$ cat src/rtl/skidmem_rd_arbiter.sv
// Round-robin arbiter sharing one skidmem read port between N_REQ requesters.
// An in-order tag FIFO steers each returning word back to the requester that issued it.
module skidmem_rd_arbiter #(
    parameter int N_REQ        = 4,
    parameter int WIDTH        = 32,
    parameter int DEPTH        = 512,
    parameter int MAX_INFLIGHT = 8,
    localparam int AW = $clog2(DEPTH),
    localparam int IW = (N_REQ > 1) ? $clog2(N_REQ) : 1,
    localparam int CW = $clog2(MAX_INFLIGHT + 1),
    localparam int PW = (MAX_INFLIGHT > 1) ? $clog2(MAX_INFLIGHT) : 1
) (
    input  logic                clk,
    input  logic                rst,
    input  logic [N_REQ*AW-1:0] req_addr,
    input  logic [N_REQ-1:0]    req_vld,
    output logic [N_REQ-1:0]    req_rdy,
    output logic [WIDTH-1:0]    rsp_dat,
    output logic [N_REQ-1:0]    rsp_vld,
    input  logic [N_REQ-1:0]    rsp_rdy,
    output logic [AW-1:0]       mem_rd_addr,
    output logic                mem_rd_req_vld,
    input  logic                mem_rd_req_rdy,
    input  logic [WIDTH-1:0]    mem_rd_dat,
    input  logic                mem_rd_dat_vld,
    output logic                mem_rd_dat_rdy,
    output logic [CW-1:0]       inflight,
    output logic                err
);

    localparam logic [IW:0]   NR    = (IW+1)'(N_REQ);
    localparam logic [CW-1:0] MAXC  = CW'(MAX_INFLIGHT);
    localparam logic [PW-1:0] LASTP = PW'(MAX_INFLIGHT - 1);

    logic [IW-1:0] rr_q, rr_d;
    logic [PW-1:0] wr_ptr_q, wr_ptr_d;
    logic [PW-1:0] rd_ptr_q, rd_ptr_d;
    logic [CW-1:0] count_q, count_d;
    logic          err_q, err_d;
    logic [IW-1:0] tag_q [MAX_INFLIGHT];

    logic [2*N_REQ-1:0] dbl;
    logic [IW-1:0]      off;
    logic [IW:0]        sum;
    logic [IW-1:0]      grant;
    logic [IW-1:0]      head;
    logic               any_vld;
    logic               has_space;
    logic               nonempty;
    logic               issue_fire;
    logic               rsp_fire;
    logic               head_rdy;

    function automatic logic [PW-1:0] bump(input logic [PW-1:0] p);
        return (p == LASTP) ? '0 : p + 1'b1;
    endfunction

    // Rotate so bit 0 is the rr position; lowest set bit is the winner.
    always_comb begin
        dbl = {req_vld, req_vld} >> rr_q;
        off = '0;
        for (int k = N_REQ - 1; k >= 0; k--) begin
            if (dbl[k]) off = IW'(k);
        end
        sum = {1'b0, rr_q} + {1'b0, off};
        if (sum >= NR) sum = sum - NR;
        grant = sum[IW-1:0];
    end

    assign any_vld   = |req_vld;
    assign has_space = (count_q < MAXC);
    assign nonempty  = (count_q != '0);
    assign head      = tag_q[rd_ptr_q];

    // Gated by rst so the request side is quiet while reset is held.
    assign mem_rd_req_vld = rst & any_vld & has_space;
    assign issue_fire     = mem_rd_req_vld & mem_rd_req_rdy;

    always_comb begin
        mem_rd_addr = '0;
        req_rdy     = '0;
        rsp_vld     = '0;
        head_rdy    = 1'b0;
        for (int i = 0; i < N_REQ; i++) begin
            if (grant == IW'(i)) begin
                mem_rd_addr = req_addr[i*AW +: AW];
                req_rdy[i]  = issue_fire;
            end
            if (head == IW'(i)) begin
                head_rdy   = rsp_rdy[i];
                rsp_vld[i] = mem_rd_dat_vld & nonempty;
            end
        end
    end

    assign rsp_dat        = mem_rd_dat;
    assign mem_rd_dat_rdy = nonempty & head_rdy;
    assign rsp_fire       = mem_rd_dat_vld & mem_rd_dat_rdy;
    assign inflight       = count_q;
    assign err            = err_q;

    always_comb begin
        rr_d     = rr_q;
        wr_ptr_d = wr_ptr_q;
        rd_ptr_d = rd_ptr_q;
        count_d  = count_q;
        err_d    = err_q | (mem_rd_dat_vld & ~nonempty);
        if (issue_fire) begin
            rr_d     = (sum + 1'b1 >= NR) ? '0 : grant + 1'b1;
            wr_ptr_d = bump(wr_ptr_q);
        end
        if (rsp_fire) rd_ptr_d = bump(rd_ptr_q);
        unique case ({issue_fire, rsp_fire})
            2'b10:   count_d = count_q + 1'b1;
            2'b01:   count_d = count_q - 1'b1;
            default: count_d = count_q;
        endcase
    end

    always_ff @(posedge clk or negedge rst) begin
        if (!rst) begin
            rr_q     <= '0;
            wr_ptr_q <= '0;
            rd_ptr_q <= '0;
            count_q  <= '0;
            err_q    <= 1'b0;
        end else begin
            rr_q     <= rr_d;
            wr_ptr_q <= wr_ptr_d;
            rd_ptr_q <= rd_ptr_d;
            count_q  <= count_d;
            err_q    <= err_d;
        end
    end

    // Tag storage needs no reset: count gates every read of it.
    always_ff @(posedge clk) begin
        if (issue_fire) tag_q[wr_ptr_q] <= grant;
    end

endmodule

$ cat config.mk
export PLATFORM = sky130hd
export DESIGN_NAME = skidmem_rd_arbiter
export DESIGN_NICKNAME = d
export VERILOG_FILES = /design/src/rtl/skidmem_rd_arbiter.sv
export SDC_FILE = /design/constraint.sdc
export NUM_CORES = 1
export LEC_CHECK = 0
export BUFFER_PORTS_ARGS = -buffer_cell sky130_fd_sc_hd__buf_2
export CAP_MARGIN = 30
export CORE_MARGIN = 4
export CORE_UTILIZATION = 46
export CTS_CLUSTER_DIAMETER = 150
export DETAILED_ROUTE_END_ITERATION = 8
export PLACE_DENSITY = 0.86
export SETUP_SLACK_MARGIN = 0.05
export SYNTH_ARGS = -nofsm -noshare
export SYNTH_HDL_FRONTEND = slang
export SYNTH_SLANG_ARGS = --single-unit
$ cat constraint.sdc
create_clock -name clk -period 9 [get_ports clk]
set_input_delay 1.35 -clock clk [delete_from_list [all_inputs] [get_ports clk]]
set_output_delay 1.35 -clock clk [all_outputs]
set_load 0.005 [all_outputs]
# Word-level counts from Yosys, hierarchy flattened
# Memories as Yosys holds them, arrays and structs flattened.
# Index checks and enable logic that the tools add are counted.
[totals]
regBits = 13
ram_bits = 16
input_bits = 80
mem_count = 1
[mem_list]
columns = ["memory", "depth", "width", "read_ports", "rd_ports_with_merged_regs", "wr", "line_no", "source"]
rows = [
  ["tag_q", 8, 2, 1, 0, 1, "40", "logic [IW-1:0] tag_q [MAX_INFLIGHT];"],
]
[classes]
addsub = 8
order_cmp = 3
eq_ne = 10
shifts = 1
n_mux = 27
bitwise_logic = 9
reduce_logical = 5
[op_table]
columns = ["operator", "count"]
rows = [
  ["2-to-1 mux 9 bit", 4],
  ["2-to-1 mux 1 bit", 14],
  ["== test 2 bit (second input constant)", 5],
  ["2-to-1 mux 2 bit", 5],
  ["adder 3 x 1 -> 3 bit (second input constant)", 3],
  ["2-to-1 mux 3 bit", 3],
  ["one-hot mux 4 bit (2 select lines)", 1],
  [">> shifter 8 x 2 -> 4 bit", 1],
  ["AND 1 bit", 7],
  ["== test 2 x 1 -> 1 bit (second input constant)", 3],
  ["== test 3 bit (second input constant)", 2],
  ["greater-or-equal comparator 3 bit (second input constant)", 2],
  ["adder 4 x 1 -> 4 bit (second input constant)", 1],
  ["logical NOT 2 bit", 2],
  ["less-than comparator 4 bit (second input constant)", 1],
  ["nonzero test 4 bit", 1],
  ["OR reduction 4 bit", 1],
  ["subtractor 4 x 1 -> 4 bit (second input constant)", 1],
  ["adder 2 x 2 -> 3 bit", 1],
  ["subtractor 3 bit (second input constant)", 1],
  ["adder 2 x 1 -> 2 bit (second input constant)", 1],
  ["nonzero test 2 bit", 1],
  ["NOT 1 bit", 1],
  ["bitwise OR 1 bit", 1],
]

# Depth between registers and ports, before layout
# Gate-level depths: netlist (run 1).
[logic_depth]
word_depth = 13
depth_mapped = 16

# Least setup slack after synthesis (run 1)
# No wires, ideal clock.
[synth_path]
kind = "input to output"
start = "input port req_vld[2]"
end = "output port mem_rd_addr[1]"
arrival_ns = 3.815
t_required_ns = 7.650
slack_ns = 3.835
path_stages = 16
path_cell_list = "clkbuf_1 > nand2_1 > a21oi_1 > o22ai_1 > nor2_1 > a21oi_1 > ha_1 > fa_1 > inv_1 > ha_1 > nor2b_1 > clkbuf_1 > a22oi_1 > nor2_1 > a21oi_1 > o21ai_0"
[synth_via]
elab_chain_cells = 13
word_cells_on_any_way = 17
classes_between = "add/sub (2); order compare (1); eq/ne (3); shift (1); mux (9); reduce/logical (1)"
[synth_lines]
columns = ["item", "line_no", "source"]
rows = [
  ["from (decl)", "16", "input logic [N_REQ-1:0] req_vld,"],
  [">> shifter 8 x 2 -> 4 bit *", "60", "dbl = {req_vld, req_vld} >> rr_q;"],
  ["2-to-1 mux 2 bit (3 in a row)", "63", "if (dbl[k]) off = IW'(k);"],
  ["2-to-1 mux 2 bit *", "63", ""],
  ["adder 2 x 2 -> 3 bit *", "65", "sum = {1'b0, rr_q} + {1'b0, off};"],
  ["subtractor 3 bit / greater-or-equal comparator 3 bit (equally long branches)", "66", "if (sum >= NR) sum = sum - NR;"],
  ["2-to-1 mux 3 bit *", "66", ""],
  ["net sum[1]", "44", "logic [IW:0] sum;"],
  ["logical NOT 2 bit", "85", "if (grant == IW'(i)) begin"],
  ["2-to-1 mux 9 bit (3 in a row)", "85", ""],
  ["2-to-1 mux 9 bit *", "85", ""],
  ["to (decl)", "21", "output logic [AW-1:0] mem_rd_addr,"],
]
# The timed path passes the listed nets; every way through them passes the cells marked *.

# Final worst setup path (run 1)
[layout_path]
start = "input port req_vld[3]"
end = "output port mem_rd_addr[2]"
# The elaborated chain is that of the path after synthesis.

==> reports/metrics.yaml, run 1 <==
floorplanning:
  core_area_mm2: 0.004444
  dieArea_mm2: 0.005831
  start_util: 0.4837
  ios: 136
  die_y_um: 76.36
  die-width_um: 76.36
  rows: 24
cts:
  h-tree-depth: 2
  path_clk_slew_ns: 0.06
  postCtsSetupRepairBufs: 0
  cts_resized: 0
  cts_sinks: 29
  cts_buffers: 5
  cts_max_path_buffers: 2
  ctsHoldBuffers: 0
  cts_root_buf: "clkbuf_8"
  worstSkewPairLatency_ns: 0.28
  cts_tree: "yes"
synth:
  synth.top_cell.area_share: 0.2235
  synth_edf_count: 16
  seq_area_frac_synth: 0.3749
  synth_area_mm2: 0.002150
  ys_types: 39
  syn_area_per_cell_um2: 9.683
  yosys_warnings: 0
  ys_ff_latch: 29
  yosysMostFrequentCell: "buf_4"
  syn_nets: 316
  ys_async_sr_fraction: 0.4483
  synth_top_cells_by_area: "edfxtp_1 (22%), dfrtp_1 (15%), buf_4 (11%)"
  syn_inst: 222
  post-synth-top-area-cell: "edfxtp_1"
  synth_ff_type: "edfxtp_1"
  synth_common_cells: "buf_4 (32), nand2_1 (24), nor2_1 (18)"
layout:
  utilization: 0.5391
  fillCellCount: 401
  drive_gt1_frac: 0.3269
  postLayoutCellArea_mm2: 0.002396
  area_growth_pct: 11.47
  regArea_um2: 805.8
  num_antenna_cells: 0
  multi_input_area_mm2: 0.001028
  fin_nets: 353
place:
  dpl.hpwl_um: 3645
  port_buffers: 71
  dpl-instance-area_mm2: 0.002288
  place_congestion: 0.8171
detailed_routing:
  wl_per_cell_um: 14.77
  drt_iter0_markers: 92
  drt-total-wl_um: 4609
  drc_errors: 0
  vias: 1703
  ant_nets: 0
  drt-vias-per-instance: 5.458
  first_pass_iters: 4
timing:
  skew_ns: 0.004656
  slew_headroom: 0.5439
  hold_viol_final: 0
  rsz0062_at_grt: "false"
  slew_violations: 0
  fin_tns_setup_ns: 0
  max_freq_ghz: 0.1707
  fin_crit_sh: 0.6510
  fin_crit_ns: 5.859
  max_slew.worst_pin.slew_ns: 0.6747
  finalSetupViolCount: 0
grt:
  grt_first_pass_wirelength_um: 7659
  grtUsageTotal: 0.1602
  grt_max_degree: 22
  grt_pass1_vias: 1699
  grt_antenna_before_repair: 0
  overflow: 0
status:
  outcome: "finished, final reports clean"
critical_path:
  worst_path_max_delay_cell: "fa_1"
  worst_path_most_repeated_cell: "a21oi_1"
  start_kind: "input port"
  worstPathArrival_ns: 4.51
  setup.worst_path.class: "in2out"
  slowest_delay_ns: 0.70
  path_cells: "buf_2, nor2b_1, a21oi_1, o22ai_1, nor2_1, a21oi_1, ha_1, fa_1, inv_1, ha_1, nor2b_1, a22oi_1, nor2_1, a21oi_1, o21ai_0, buf_2"
  crit_fanout: 12
  crit_buf_inv: 3
  end_kind: "primary output"
  crit_family: "adder cells"
  cp.required_ns: 7.65
run:
  maxCapViolations: 0
power:
  vdd_drop_max_v: 0.0002204
  power_density_mw_per_mm2: 371.6
  leakagePower_nw: 1.146
hold_path:
  min_path_type: "reg2reg"
[through the flow]
step,total power [mW],cells,hold WS [ns],setup slack (ns)
final,0.8904,312,0.4486,3.141
after detailed placement,0.7648,304,0.4390,3.184
after CTS,0.8984,312,0.4525,3.176
after global routing,0.9818,312,0.4647,2.894
after floorplan,0.6131,222,0.4510,3.835
after global placement,0.7450,304,0.4325,3.312
[layout make-up]
cell class / count / share of cell area
Timing Repair Buffer: 71 / 0.1483
Multi-Input combinational cell: 143 / 0.4292
Clock buffer: 6 / 0.03029
Sequential cell: 29 / 0.3363
Clock inverter: 2 / 0.01462
Tap cell: 52 / 0.02715
Inverter: 9 / 0.01410
[sequential cells by signal, indices dropped and copies added (netlist names)]
name / count
rr_q: 2
tag_q: 16
rd_ptr_q: 3
inflight: 4
wr_ptr_q: 3
err: 1
[placed cells by master, fill, tap and decap left out, drive strengths merged]
cell type,Yosys,final
nor4b,2,2
clkinv,0,1
a22oi,8,8
o22ai,1,1
nor2,18,18
a2bb2oi,1,1
inv,9,9
xor2,2,2
o21ai,13,13
nor4,3,3
mux2,3,3
a21oi,14,14
and3,4,4
o22a,1,1
clkbuf,8,6
fa,2,2
edfxtp,16,16
bufinv,0,1
nor3,3,3
o31ai,2,2
buf,33,71
o21a,1,1
and2,1,1
and2b,1,1
or3b,1,1
mux2i,7,7
xnor2,2,2
dfrtp,13,13
nand2,25,25
nor2b,4,4
mux4,4,4
ha,12,12
nand2b,1,1
nor3b,3,3
a21o,3,3
nand3b,1,1
[routing by layer]
metal  track usage  wire, µm  part of all wire
met1        0.1744      1738              0.38
met2        0.2944      2366              0.51
met3       0.05319       442             0.096
met4       0.04529        61             0.013
met5             0         0                 0
[final timing paths]
path                             start             end  slack (ns)  depth (start not counted)
setup / recovery            req_vld[3]  mem_rd_addr[2]        3.14                         16
hold / removal                     err             err        0.45                          1
setup reg to reg           rd_ptr_q[0]     inflight[3]        5.66                         12
hold reg to reg                    err             err        0.45                          1
max in group asynchronous          rst     inflight[2]        7.79                          1
min in group asynchronous          rst     wr_ptr_q[2]        0.96                          1
[power by group]
group | internal (mW) | switching (mW) | total (mW)
clock | 0.0820 | 0.0485 | 0.130
combinational | 0.235 | 0.281 | 0.516
sequential | 0.195 | 0.0491 | 0.244
total | 0.512 | 0.379 | 0.890
[kinds of logic (layout without fill, tap and decap cells)]
group / count (synthesis) / in the layout / synth area share
flops: 29 / 29 / 0.3749
xor+xnor: 4 / 4 / 0.01630
simple gates: 67 / 67 / 0.1537
compound gates: 44 / 44 / 0.1228
fa+ha+maj: 14 / 14 / 0.08847
buf+inv: 50 / 88 / 0.1467
mux: 14 / 14 / 0.09720
[worst reg2reg max path: stages, from the launching register on]
cell	delay, ns
dfrtp_1	0.59
mux4_1	0.63
mux2i_2	0.27
mux4_2	0.40
nand2_4	0.12
inv_1	0.05
ha_1	0.21
ha_1	0.28
a21o_1	0.16
a21oi_1	0.17
xnor2_1	0.14
nor2_1	0.07
xor2_1	0.15
No activity file was read; power rests on OpenSTA's default activity.
==> inputs of run 2 (changes only) <==
--- a/config.mk
+++ b/config.mk
@@ -8,10 +8,10 @@
 export BUFFER_PORTS_ARGS = -buffer_cell sky130_fd_sc_hd__buf_2
 export CAP_MARGIN = 30
 export CORE_MARGIN = 4
-export CORE_UTILIZATION = 46
+export CORE_UTILIZATION = 43
 export CTS_CLUSTER_DIAMETER = 150
 export DETAILED_ROUTE_END_ITERATION = 8
-export PLACE_DENSITY = 0.86
+export PLACE_DENSITY = 0.81
 export SETUP_SLACK_MARGIN = 0.05
 export SYNTH_ARGS = -nofsm -noshare
 export SYNTH_HDL_FRONTEND = slang
==> constraint.sdc (replaced) <==
create_clock -name clk -period 5.75 [get_ports clk]
set_input_delay 0.8625 -clock clk [delete_from_list [all_inputs] [get_ports clk]]
set_output_delay 0.8625 -clock clk [all_outputs]
set_load 0.005 [all_outputs]
==> run 2 against run 1 <==
Against the previous run: sequential share of layout area down 0.30 points; largest cell class unchanged; highest routed layer unchanged; worst hold slack better by 0.0069 ns; combinational power grew 56%; first-iteration DRC count shrank 14%; final area rose by 0.89%.
==> reports/metrics.yaml, run 2 (synthesis results as in run 1) <==
floorplanning:
  dieArea_mm2: 0.006194  # +6.2%
  ios: 136  # unchanged
  die_y_um: 78.71  # +3.1%
  core_area_mm2: 0.004786  # +7.7%
  start_util: 0.4492  # -0.03452
  die-width_um: 78.71  # +3.1%
  rows: 25  # +4.2%
grt:
  grt_antenna_before_repair: 0  # unchanged
  grt_pass1_vias: 1619  # -4.7%
  grtUsageTotal: 0.1480  # -0.01226
  grt_max_degree: 22  # unchanged
  grt_first_pass_wirelength_um: 7258  # -5.2%
  overflow: 0  # unchanged
timing:
  whs_ns: 0.4554  # +0.006867 ns
  slew_headroom: 0.5219  # -0.02197
  max_slew.worst_pin.slew_ns: 0.7072  # +0.03250 ns
  finalSetupViolCount: 0  # unchanged
  fin_crit_sh: 0.8461
  slew_violations: 0  # unchanged
  hold_viol_final: 0  # unchanged
  fin_crit_ns: 4.865
  rsz0062_at_grt: "false"
  skew_ns: 0.004941  # +0.0002853 ns
  fin_tns_setup_ns: 0  # unchanged
  max_freq_ghz: 0.2055
detailed_routing:
  drc_errors: 0  # unchanged
  dr.max_layer_used: "met4"
  routedLengthMet1_um: 1700  # -2.2%
  wl_per_cell_um: 13.94  # -5.7%
  route.met2.wl_um: 2271  # -4.0%
  vias: 1691  # -0.70%
  drt_iter0_markers: 79  # -14%
  met3_length_um: 522  # +18%
  ant_nets: 0  # unchanged
  first_pass_iters: 4  # unchanged
  drt-vias-per-instance: 5.171  # -5.3%
  drt-total-wl_um: 4557  # -1.1%
cts:
  cts_resized: 0  # unchanged
  ctsHoldBuffers: 0  # unchanged
  cts_max_path_buffers: 2  # unchanged
  path_clk_slew_ns: 0.06  # about the same
  cts_buffers: 5  # unchanged
  cts_tree: "yes"
  cts_sinks: 29  # unchanged
  postCtsSetupRepairBufs: 0  # unchanged
  cts_root_buf: "clkbuf_8"
  worstSkewPairLatency_ns: 0.27  # about the same
  h-tree-depth: 2  # unchanged
critical_path:
  worst_path_max_delay_cell: "fa_1"
  path_cells: "buf_2, nor2b_1, a21oi_1, o22ai_1, nor2_1, a21oi_1, ha_1, fa_1, inv_1, ha_1, nor2b_1, a22oi_1, nor2_1, a21oi_1, o21ai_0, buf_2"
  slowest_delay_ns: 0.71  # about the same
  cp-startpoint: "req_vld[3]"
  cp.required_ns: 4.89  # -2.76 ns
  setup.worst_path.class: "in2out"
  worst_path_most_repeated_cell: "a21oi_1"
  timing.rr.start: "rd_ptr_q[0]"
  crit_fanout: 12  # unchanged
  start_kind: "input port"
  end_kind: "primary output"
  worstPathArrival_ns: 4.00  # -0.51 ns
run:
  maxCapViolations: 0  # unchanged
layout:
  largest-register: "tag_q"
  drive_gt1_frac: 0.3269  # unchanged
  utilization: 0.5051  # -0.03403
  regArea_um2: 805.8  # unchanged
  layoutNonFillerInstCount: 327  # +4.8%
  largest_reg_flops: 16  # unchanged
  fillCellCount: 423  # +5.5%
  fin_nets: 353  # unchanged
  layout_common_cells: "buf_2 (71), nand2_1 (24), nor2_1 (18)"
  num_antenna_cells: 0  # unchanged
  layout_commonest_cell: "buf_2"
  area_growth_pct: 12.46
  multi_input_area_mm2: 0.001028  # unchanged
power:
  leakagePower_nw: 1.142  # -0.29%
  pwr-share-clk: 0.146  # about the same
  finalPower_mw: 1.390  # +56%
  power_density_mw_per_mm2: 574.9  # +55%
  vdd_drop_max_v: 0.0003040  # +38%
  p_seq_frac: 0.275  # about the same
  p_sw_mw: 0.5906  # +56%
  p_sw_frac: 0.4250  # about the same
  intPower_mw: 0.7992  # +56%
  p_comb_frac: 0.579  # about the same
status:
  outcome: "finished, final reports clean"
hold_path:
  min_path_type: "reg2reg"
  hp-start: "err"
place:
  dpl.hpwl_um: 3704  # +1.6%
  port_buffers: 71  # unchanged
  placedCellCount: 319  # +4.9%
  place_congestion: 0.7825  # -4.2%
[run 2: cell count changes in the layout (fill, tap and decap cells not counted), sizes merged]
cell	before	now
clkbuf	6	5
clkinvlp	0	1
[run 2: critical path, delay by kind of cell]
| kind | cells | cell delay, ns |
|---|---|---|
| AOI/OAI and AO/OA | 6 | 0.70 |
| adders and majority gates | 3 | 1.24 |
| buffers and inverters | 3 | 0.39 |
| and+or+nand+nor | 4 | 0.80 |
[run 2: path summary, 6_finish.rpt]
| path | to | slack (ns) | depth (start not counted) |
|---|---|---|---|
| worst max-delay path | mem_rd_addr[1] | 0.88 | 16 |
| worst min-delay path | err | 0.46 | 1 |
| worst max register to register | inflight[3] | 2.40 | 12 |
| worst min register to register | err | 0.46 | 1 |
| max in group asynchronous | inflight[3] | 5.03 | 1 |
| min in group asynchronous | rd_ptr_q[0] | 0.47 | 1 |
[run 2: final cells by class]
type | count | share of cell area
Timing Repair Buffer | 71 | 0.1470
Tap cell | 67 | 0.03468
Inverter | 9 | 0.01398
Clock inverter | 3 | 0.01708
Multi-Input combinational cell | 143 | 0.4255
Sequential cell | 29 | 0.3333
Clock buffer | 5 | 0.02847
[run 2: metrics by stage]
step	area, µm²	setup slack (ns)
after global placement	2307	1.062
after floorplan	2150	1.560
final	2417	0.8847
after CTS	2417	0.9131
after global routing	2417	0.5893
after detailed placement	2307	0.9430
[run 2: per-layer routing]
layer | vias to the layer above | track usage
met5 | - | 0
met4 | 0 | 0.04545
met3 | 6 | 0.06349
met2 | 106 | 0.2640
met1 | 757 | 0.1571
li1 | 822 | -
[run 2: power by group through the flow]
stage                     Sequential, mW  Combinational [mW]  Clock [mW]
after detailed placement           0.387               0.806           0
after global routing               0.395               0.912       0.217
after global placement             0.383               0.784           0
after floorplan                    0.363               0.597           0
final                              0.382               0.804       0.203
after CTS                          0.383               0.812       0.209
